**config.mk**
```make
export PLATFORM = sky130hd
export DESIGN_NAME = hopfield_seq_core_flat
export DESIGN_NICKNAME = d
export VERILOG_FILES = /design/src/rtl/hopfield_seq_core_if.sv /design/src/rtl/hopfield_seq_core.sv /design/src/flat_wrapper.sv
export SDC_FILE = /design/constraint.sdc
export NUM_CORES = 2
export LEC_CHECK = 0
export ABC_CLOCK_PERIOD_IN_PS = 38200
export BUFFER_PORTS_ARGS = -buffer_cell sky130_fd_sc_hd__buf_2
export CAP_MARGIN = 0
export CORE_MARGIN = 2
export CORE_UTILIZATION = 44
export DETAILED_ROUTE_END_ITERATION = 7
export GPL_TIMING_DRIVEN = 0
export SYNTH_ARGS = -nofsm -noshare
export SYNTH_HDL_FRONTEND = slang
export SYNTH_SLANG_ARGS = --single-unit
```
**constraint.sdc**
```tcl
create_clock -name clk -period 38.2 [get_ports clk]
set_input_delay 1.91 -clock clk [delete_from_list [all_inputs] [get_ports clk]]
set_output_delay 1.91 -clock clk [all_outputs]
set_load 0.01 [all_outputs]
```
**src/rtl/hopfield_seq_core_if.sv**
```systemverilog
// Command, result and weight-debug signals of hopfield_seq_core.
// The master side is the pattern source/controller and the slave side is the core.
interface hopfield_seq_core_if #(
  parameter int N       = 8,
  parameter int W_WIDTH = 8
);
  localparam int IW = (N > 1) ? $clog2(N) : 1;

  logic                      cmd_valid;
  logic                      cmd_ready;
  logic [1:0]                cmd_op;
  logic [N-1:0]              cmd_pattern;
  logic                      done_valid;
  logic [N-1:0]              result_pattern;
  logic                      converged;
  logic [7:0]                sweep_count;
  logic [IW-1:0]             dbg_row;
  logic [IW-1:0]             dbg_col;
  logic signed [W_WIDTH-1:0] dbg_weight;

  modport master (
    output cmd_valid, cmd_op, cmd_pattern, dbg_row, dbg_col,
    input  cmd_ready, done_valid, result_pattern, converged, sweep_count, dbg_weight
  );

  modport slave (
    input  cmd_valid, cmd_op, cmd_pattern, dbg_row, dbg_col,
    output cmd_ready, done_valid, result_pattern, converged, sweep_count, dbg_weight
  );
endinterface

```
**src/rtl/hopfield_seq_core.sv**
```systemverilog
// Time-multiplexed binary Hopfield memory: Hebbian LEARN, CLEAR and sequential-update RECALL.
// Define HOPFIELD_UNLEARN_EN to turn op 11 into UNLEARN (anti-Hebbian); otherwise op 11 is a no-op.
module hopfield_seq_core #(
  parameter int N          = 8,
  parameter int W_WIDTH    = 8,
  parameter int MAX_SWEEPS = 16
) (
  input  logic                clk,
  input  logic                reset,
  hopfield_seq_core_if.slave  bus
);
  localparam int IW = (N > 1) ? $clog2(N) : 1;
  localparam int HW = W_WIDTH + $clog2(N) + 1;
  localparam logic signed [W_WIDTH-1:0] WMAX = {1'b0, {(W_WIDTH-1){1'b1}}};
  localparam logic signed [W_WIDTH-1:0] WONE = W_WIDTH'(1);
  localparam logic [IW-1:0]             LAST = IW'(N - 1);
  localparam logic [7:0]                MAXS = 8'(MAX_SWEEPS);

  typedef enum logic [2:0] {S_IDLE, S_CLEAR, S_LEARN, S_R_ACC, S_R_UPD, S_DONE} state_t;

  state_t                    state_q;
  logic signed [W_WIDTH-1:0] w_q [N][N];
  logic [N-1:0]              pat_q;
  logic [N-1:0]              x_q;
  logic [IW-1:0]             i_q;
  logic [IW-1:0]             j_q;
  logic signed [HW-1:0]      h_q;
  logic                      changed_q;
  logic [7:0]                sweeps_q;
  logic                      done_q;
  logic [N-1:0]              result_q;
  logic                      converged_q;
  logic [7:0]                sweep_count_q;
`ifdef HOPFIELD_UNLEARN_EN
  logic                      neg_q;
`endif

  logic signed [W_WIDTH-1:0] row_d [N];
  logic [N-1:0]              up_d;
  logic signed [HW-1:0]      wext_d;
  logic signed [HW-1:0]      h_d;
  logic                      xi_d;
  logic                      flip_d;
  logic [N-1:0]              x_d;
  logic [7:0]                sweeps_d;

  // Datapath for the current row: one Hebbian row update and one accumulate term per cycle.
  always_comb begin
    wext_d = HW'(w_q[i_q][j_q]);
    h_d    = h_q;
    if (j_q != i_q) h_d = x_q[j_q] ? (h_q + wext_d) : (h_q - wext_d);

    xi_d = h_q[HW-1] ? 1'b0 : ((h_q != '0) ? 1'b1 : x_q[i_q]);
    flip_d = (xi_d != x_q[i_q]);
    x_d = x_q;
    x_d[i_q] = xi_d;
    sweeps_d = sweeps_q + 8'd1;

    for (int j = 0; j < N; j++) begin
`ifdef HOPFIELD_UNLEARN_EN
      up_d[j] = (pat_q[i_q] == pat_q[j]) ^ neg_q;
`else
      up_d[j] = (pat_q[i_q] == pat_q[j]);
`endif
      row_d[j] = w_q[i_q][j];
      if (j != int'(i_q)) begin
        if (up_d[j] && (w_q[i_q][j] != WMAX))        row_d[j] = w_q[i_q][j] + WONE;
        else if (!up_d[j] && (w_q[i_q][j] != -WMAX)) row_d[j] = w_q[i_q][j] - WONE;
      end
    end
  end

  always_ff @(posedge clk or posedge reset) begin
    if (reset) begin
      state_q       <= S_IDLE;
      pat_q         <= '0;
      x_q           <= '0;
      i_q           <= '0;
      j_q           <= '0;
      h_q           <= '0;
      changed_q     <= 1'b0;
      sweeps_q      <= '0;
      done_q        <= 1'b0;
      result_q      <= '0;
      converged_q   <= 1'b0;
      sweep_count_q <= '0;
`ifdef HOPFIELD_UNLEARN_EN
      neg_q         <= 1'b0;
`endif
      for (int r = 0; r < N; r++)
        for (int c = 0; c < N; c++)
          w_q[r][c] <= '0;
    end else begin
      done_q <= 1'b0;
      case (state_q)
        S_IDLE: begin
          if (bus.cmd_valid) begin
            pat_q     <= bus.cmd_pattern;
            x_q       <= bus.cmd_pattern;
            i_q       <= '0;
            j_q       <= '0;
            h_q       <= '0;
            changed_q <= 1'b0;
            sweeps_q  <= '0;
            case (bus.cmd_op)
              2'b00: state_q <= S_CLEAR;
              2'b01: begin
                state_q <= S_LEARN;
`ifdef HOPFIELD_UNLEARN_EN
                neg_q   <= 1'b0;
`endif
              end
              2'b10: state_q <= S_R_ACC;
              default: begin
`ifdef HOPFIELD_UNLEARN_EN
                state_q <= S_LEARN;
                neg_q   <= 1'b1;
`else
                state_q <= S_DONE;
                done_q  <= 1'b1;
`endif
              end
            endcase
          end
        end
        S_CLEAR, S_LEARN: begin
          for (int j = 0; j < N; j++)
            w_q[i_q][j] <= (state_q == S_CLEAR) ? '0 : row_d[j];
          if (i_q == LAST) begin
            state_q <= S_DONE;
            done_q  <= 1'b1;
          end else begin
            i_q <= i_q + IW'(1);
          end
        end
        S_R_ACC: begin
          h_q <= h_d;
          if (j_q == LAST) begin
            j_q     <= '0;
            state_q <= S_R_UPD;
          end else begin
            j_q <= j_q + IW'(1);
          end
        end
        S_R_UPD: begin
          x_q <= x_d;
          h_q <= '0;
          if (i_q != LAST) begin
            i_q       <= i_q + IW'(1);
            changed_q <= changed_q | flip_d;
            state_q   <= S_R_ACC;
          end else if (!(changed_q | flip_d) || (sweeps_d == MAXS)) begin
            // Sweep boundary: publish the recall outcome only when finishing.
            result_q      <= x_d;
            converged_q   <= !(changed_q | flip_d);
            sweep_count_q <= sweeps_d;
            sweeps_q      <= sweeps_d;
            state_q       <= S_DONE;
            done_q        <= 1'b1;
          end else begin
            i_q       <= '0;
            changed_q <= 1'b0;
            sweeps_q  <= sweeps_d;
            state_q   <= S_R_ACC;
          end
        end
        S_DONE:  state_q <= S_IDLE;
        default: state_q <= S_IDLE;
      endcase
    end
  end

  assign bus.cmd_ready      = (state_q == S_IDLE);
  assign bus.done_valid     = done_q;
  assign bus.result_pattern = result_q;
  assign bus.converged      = converged_q;
  assign bus.sweep_count    = sweep_count_q;
  assign bus.dbg_weight     = w_q[bus.dbg_row][bus.dbg_col];
endmodule

```
**src/flat_wrapper.sv**
```systemverilog
// flat-port wrapper written by rule: the top's interface ports become plain ports
module hopfield_seq_core_flat 
#(
  parameter int N          = 8,
  parameter int W_WIDTH    = 8,
  parameter int MAX_SWEEPS = 16
)
  (clk, reset, bus_cmd_valid, bus_cmd_op, bus_cmd_pattern, bus_dbg_row, bus_dbg_col, bus_cmd_ready, bus_done_valid, bus_result_pattern, bus_converged, bus_sweep_count, bus_dbg_weight);
  hopfield_seq_core_if #(.N(N), .W_WIDTH(W_WIDTH)) bus_i ();
  input  logic clk;
  input  logic reset;
  input wire logic [$bits(bus_i.cmd_valid)-1:0] bus_cmd_valid;
  input wire logic [$bits(bus_i.cmd_op)-1:0] bus_cmd_op;
  input wire logic [$bits(bus_i.cmd_pattern)-1:0] bus_cmd_pattern;
  input wire logic [$bits(bus_i.dbg_row)-1:0] bus_dbg_row;
  input wire logic [$bits(bus_i.dbg_col)-1:0] bus_dbg_col;
  output wire logic [$bits(bus_i.cmd_ready)-1:0] bus_cmd_ready;
  output wire logic [$bits(bus_i.done_valid)-1:0] bus_done_valid;
  output wire logic [$bits(bus_i.result_pattern)-1:0] bus_result_pattern;
  output wire logic [$bits(bus_i.converged)-1:0] bus_converged;
  output wire logic [$bits(bus_i.sweep_count)-1:0] bus_sweep_count;
  output wire logic [$bits(bus_i.dbg_weight)-1:0] bus_dbg_weight;
  assign bus_i.cmd_valid = bus_cmd_valid;
  assign bus_i.cmd_op = bus_cmd_op;
  assign bus_i.cmd_pattern = bus_cmd_pattern;
  assign bus_i.dbg_row = bus_dbg_row;
  assign bus_i.dbg_col = bus_dbg_col;
  assign bus_cmd_ready = bus_i.cmd_ready;
  assign bus_done_valid = bus_i.done_valid;
  assign bus_result_pattern = bus_i.result_pattern;
  assign bus_converged = bus_i.converged;
  assign bus_sweep_count = bus_i.sweep_count;
  assign bus_dbg_weight = bus_i.dbg_weight;
  hopfield_seq_core #(.N(N), .W_WIDTH(W_WIDTH), .MAX_SWEEPS(MAX_SWEEPS)) u_core (.clk(clk), .reset(reset), .bus(bus_i));
endmodule
```
==> metrics <==
H-tree depth 3; fraction of registers with async set/reset 100.0%; Area growth, synth to finish 12.25%; Reg power frac 22.1%; WL/cell 41.48 um; Yosys warning count 0; Worst EP arrival 8810 ps; dpl hpwl 134200 um; number of synthesized register bits 576; dominant cell by count in the synthesized netlist nand2_1; period utilisation layout 21.66%; Peak VDD IR 0.00004745 V; I/O pins 46; number of clock sinks 576; initial antenna violation count 15; Die Span Y 288.3 um; Core Area 0.08029 mm2; vias after detailed routing 33700; Power Internal 2.046 mW; worst reg2reg path startpoint u_core.i_q[0]$_DFFE_PP0P_; fin nets 3519; pre-CTS setup slack 30150 ps; Post-synth EDFFs 0; HP Start u_core.bus.sweep_count[1]$_DFFE_PP0P_; Crit Path Category reg -> reg; R2R Setup Slk 29930 ps; vias per inst 7.356; WL final 190000 um; clock power share 16.3%; WP buf/inv 5; clock slew seen by the registers of the worst setup and hold paths 60 ps; # hold bufs at CTS 0; number of global-route vias before repair 31940; drc violations 0; synth top area cells dfrtp_1 41%, mux4_2 17%, nand2_1 6.8%, o31ai_1 6.1%, o21ai_0 3.1%; pin slew with the least headroom to its limit 1733 ps; largest net degree at the start of global routing 114; final hold vios 0; Bufs on Longest Clock Path 3; Max-Cap Viols 9; total negative slack 0 ps; failing checks capacitance limit, slew limit; Worst Hold Class reg -> reg; post-route clock skew 34.03 ps; status complete, but fails checks; Core Rows 104; Post-Syn Nets 3395; layout cells sized above 1 18.70%; GPL Wtd Cong 1.108; clk root buf clkbuf_16; switching part of the total power 54.58%; CP peak stage delay 1310 ps; Psw 2.459 mW; mean post-synth cell area 10.69 um2; Inserted Clock Buffers 69; Synth Instances 3326; # port buffers 40; first-pass GRT wire length 261000 um; Max Freq 120.9 MHz; Remaining Overflow, GRT 0; Setup crit end kind register; sequential area share after synthesis 40.52%; Pwr Density 112.8 mW/mm2; Main synth FF type dfrtp_1; post-synthesis xor/xnor area fraction 2.072%; Synth top cells by count 640 x nand2_1, 576 x dfrtp_1, 290 x o31ai_1; post-layout minimum cycle time 8274 ps; Die ar. 0.08313 mm2; compound-gate portion of the synthesized area 16.68%; max_slew headroom -15.51%; Top Family by Delay on Critical Path compound AO/OA/AOI/OAI gates; post-synthesis adder-cell area fraction 1.780%; Die Wd 288.3 um; Routed Antenna Nets 0; RSZ-0062 raised after global routing false; logic gate share of total power 61.5%; Total GRT Usage 45.85%; fin. max-slew vios 82; CP startpoint kind register; Detailed Route Iter0 Violations 5686; static leakage 16.45 nW; mux cell area share after synthesis 22.90%; Synth area leader dfrtp_1; CP max-delay cell buf_1; crit-path max FO 10; final worst-path setup slack 29930 ps; Finish-stage setup viols 0; critical-path cell list buf_6 > buf_6 > buf_6 > nor2_4 > buf_2 > buf_1 > nand2_1 > a221oi_1 > o211ai_1 > o211a_1 > nor3_1 > a21oi_1 > xor2_1 > ha_1 > a21oi_1 > a21boi_0 > o21ai_0 > a21boi_0 > o21ai_0 > a21boi_0 > o21a_1 > o21a_1 > o31ai_1; CTS tree yes; DR pass1 iterations 6; Post-CTS Setup Bufs 0; # resized after CTS 0; Post-Syn Area 0.03557 mm2; post-synth top area share 40.52%; Simple-Gate Fraction of Synth Area 11.98%; Starting Density 44.30%; main combinational cell family by area after synthesis multiplexers; critical path startpoint u_core.i_q[0]$_DFFE_PP0P_; clock latency on the worst-skew pair 660 ps; Yosys cell types 95; WP data required 38740 ps
[state kept, by name, indices dropped and copies added (netlist names)]
signal / cells
u_core.bus.converged: 1
u_core.bus.done_valid: 1
u_core.bus.result_pattern: 8
u_core.bus.sweep_count: 8
u_core.changed_q: 1
u_core.h_q: 12
u_core.i_q: 3
u_core.j_q: 3
u_core.pat_q: 8
u_core.state_q: 3
u_core.sweeps_q: 8
u_core.w_q: 512
u_core.x_q: 8
[per-layer routing]
| layer | up-vias | part of all wire [%] | wire (um) | track usage (%) |
|---|---|---|---|---|
| li1 | 12820 | - | - | - |
| met1 | 16850 | 34 | 65520 | 54.65 |
| met2 | 3154 | 39 | 73640 | 60.29 |
| met5 | - | 0.15 | 287 | 0.5682 |
| met3 | 864 | 17 | 31610 | 25.09 |
| met4 | 14 | 10 | 18950 | 37.15 |
[metrics by stage]
stage | cells | hold slack [ps] | utilization [%] | total power, mW | cell area, um2
2_1_floorplan | 3326 | 456.8 | - | 2.489 | 35570
3_3_place_gp | 4426 | 459.9 | 46.21 | 3.541 | 37100
6_report | 4581 | 472.9 | 49.73 | 4.504 | 39930
5_1_grt | 4564 | 514.3 | 49.68 | 4.595 | 39890
4_1_cts | 4559 | 475.1 | 49.56 | 4.292 | 39790
3_5_place_dp | 4435 | 461.7 | 46.50 | 3.559 | 37340
[placed cells by master (no fill, tap or decap), types with 73 or more instances in the layout]
cell type	netlist	layout
nand2_1	640	640
o31ai_1	290	290
dfrtp_1	576	576
mux4_2	264	264
o21ai_0	219	218
clkbuf_16	0	73
buf_2	31	77
mux2_2	87	87
clkbuf_1	189	193
mux2i_1	95	95
[kinds of logic (layout without fill, tap and decap cells)]
family,count (synthesis),in the layout
simple gates,969,969
compound gates,868,868
flops,576,576
mux,469,469
buf+inv,315,492
xor+xnor,79,79
fa+ha+maj,50,50
other cells,0,18
[layout make-up]
| cell class | instances | area, um2 |
|---|---|---|
| Tap cell | 1060 | 1326 |
| Antenna cell | 18 | 45.04 |
| Fill cell | 7436 | 40360 |
| Inverter | 41 | 163.9 |
| Multi-Input combinational cell | 2435 | 19750 |
| Timing Repair Buffer | 53 | 464.2 |
| Sequential cell | 576 | 14410 |
| Buffer | 274 | 1309 |
| Clock buffer | 97 | 2037 |
| Clock inverter | 27 | 417.9 |
[power groups by stage]
stage | clock network [mW] | registers, mW | logic [mW]
5_1_grt | 0.757 | 1.01 | 2.83
3_3_place_gp | 0 | 0.987 | 2.55
3_5_place_dp | 0 | 0.991 | 2.57
2_1_floorplan | 0 | 0.917 | 1.57
6_report | 0.736 | 0.998 | 2.77
4_1_cts | 0.730 | 0.982 | 2.58
[final timing paths]
check,end,depth (start not counted)
setup / recovery,u_core.h_q[10]$_DFFE_PP0P_,23
hold / removal,u_core.bus.sweep_count[1]$_DFFE_PP0P_,2
setup reg to reg,u_core.h_q[10]$_DFFE_PP0P_,23
hold reg to reg,u_core.bus.sweep_count[1]$_DFFE_PP0P_,2
max in group asynchronous,u_core.w_q[320]$_DFFE_PP0P_,5
min in group asynchronous,u_core.w_q[50]$_DFFE_PP0P_,2
[tightest hold or removal path, stage by stage, from the launching register on]
cell and delay, ps:
dfrtp_1 340, nand2_1 50, nand2_1 50
(Power assumes the default switching activity.)
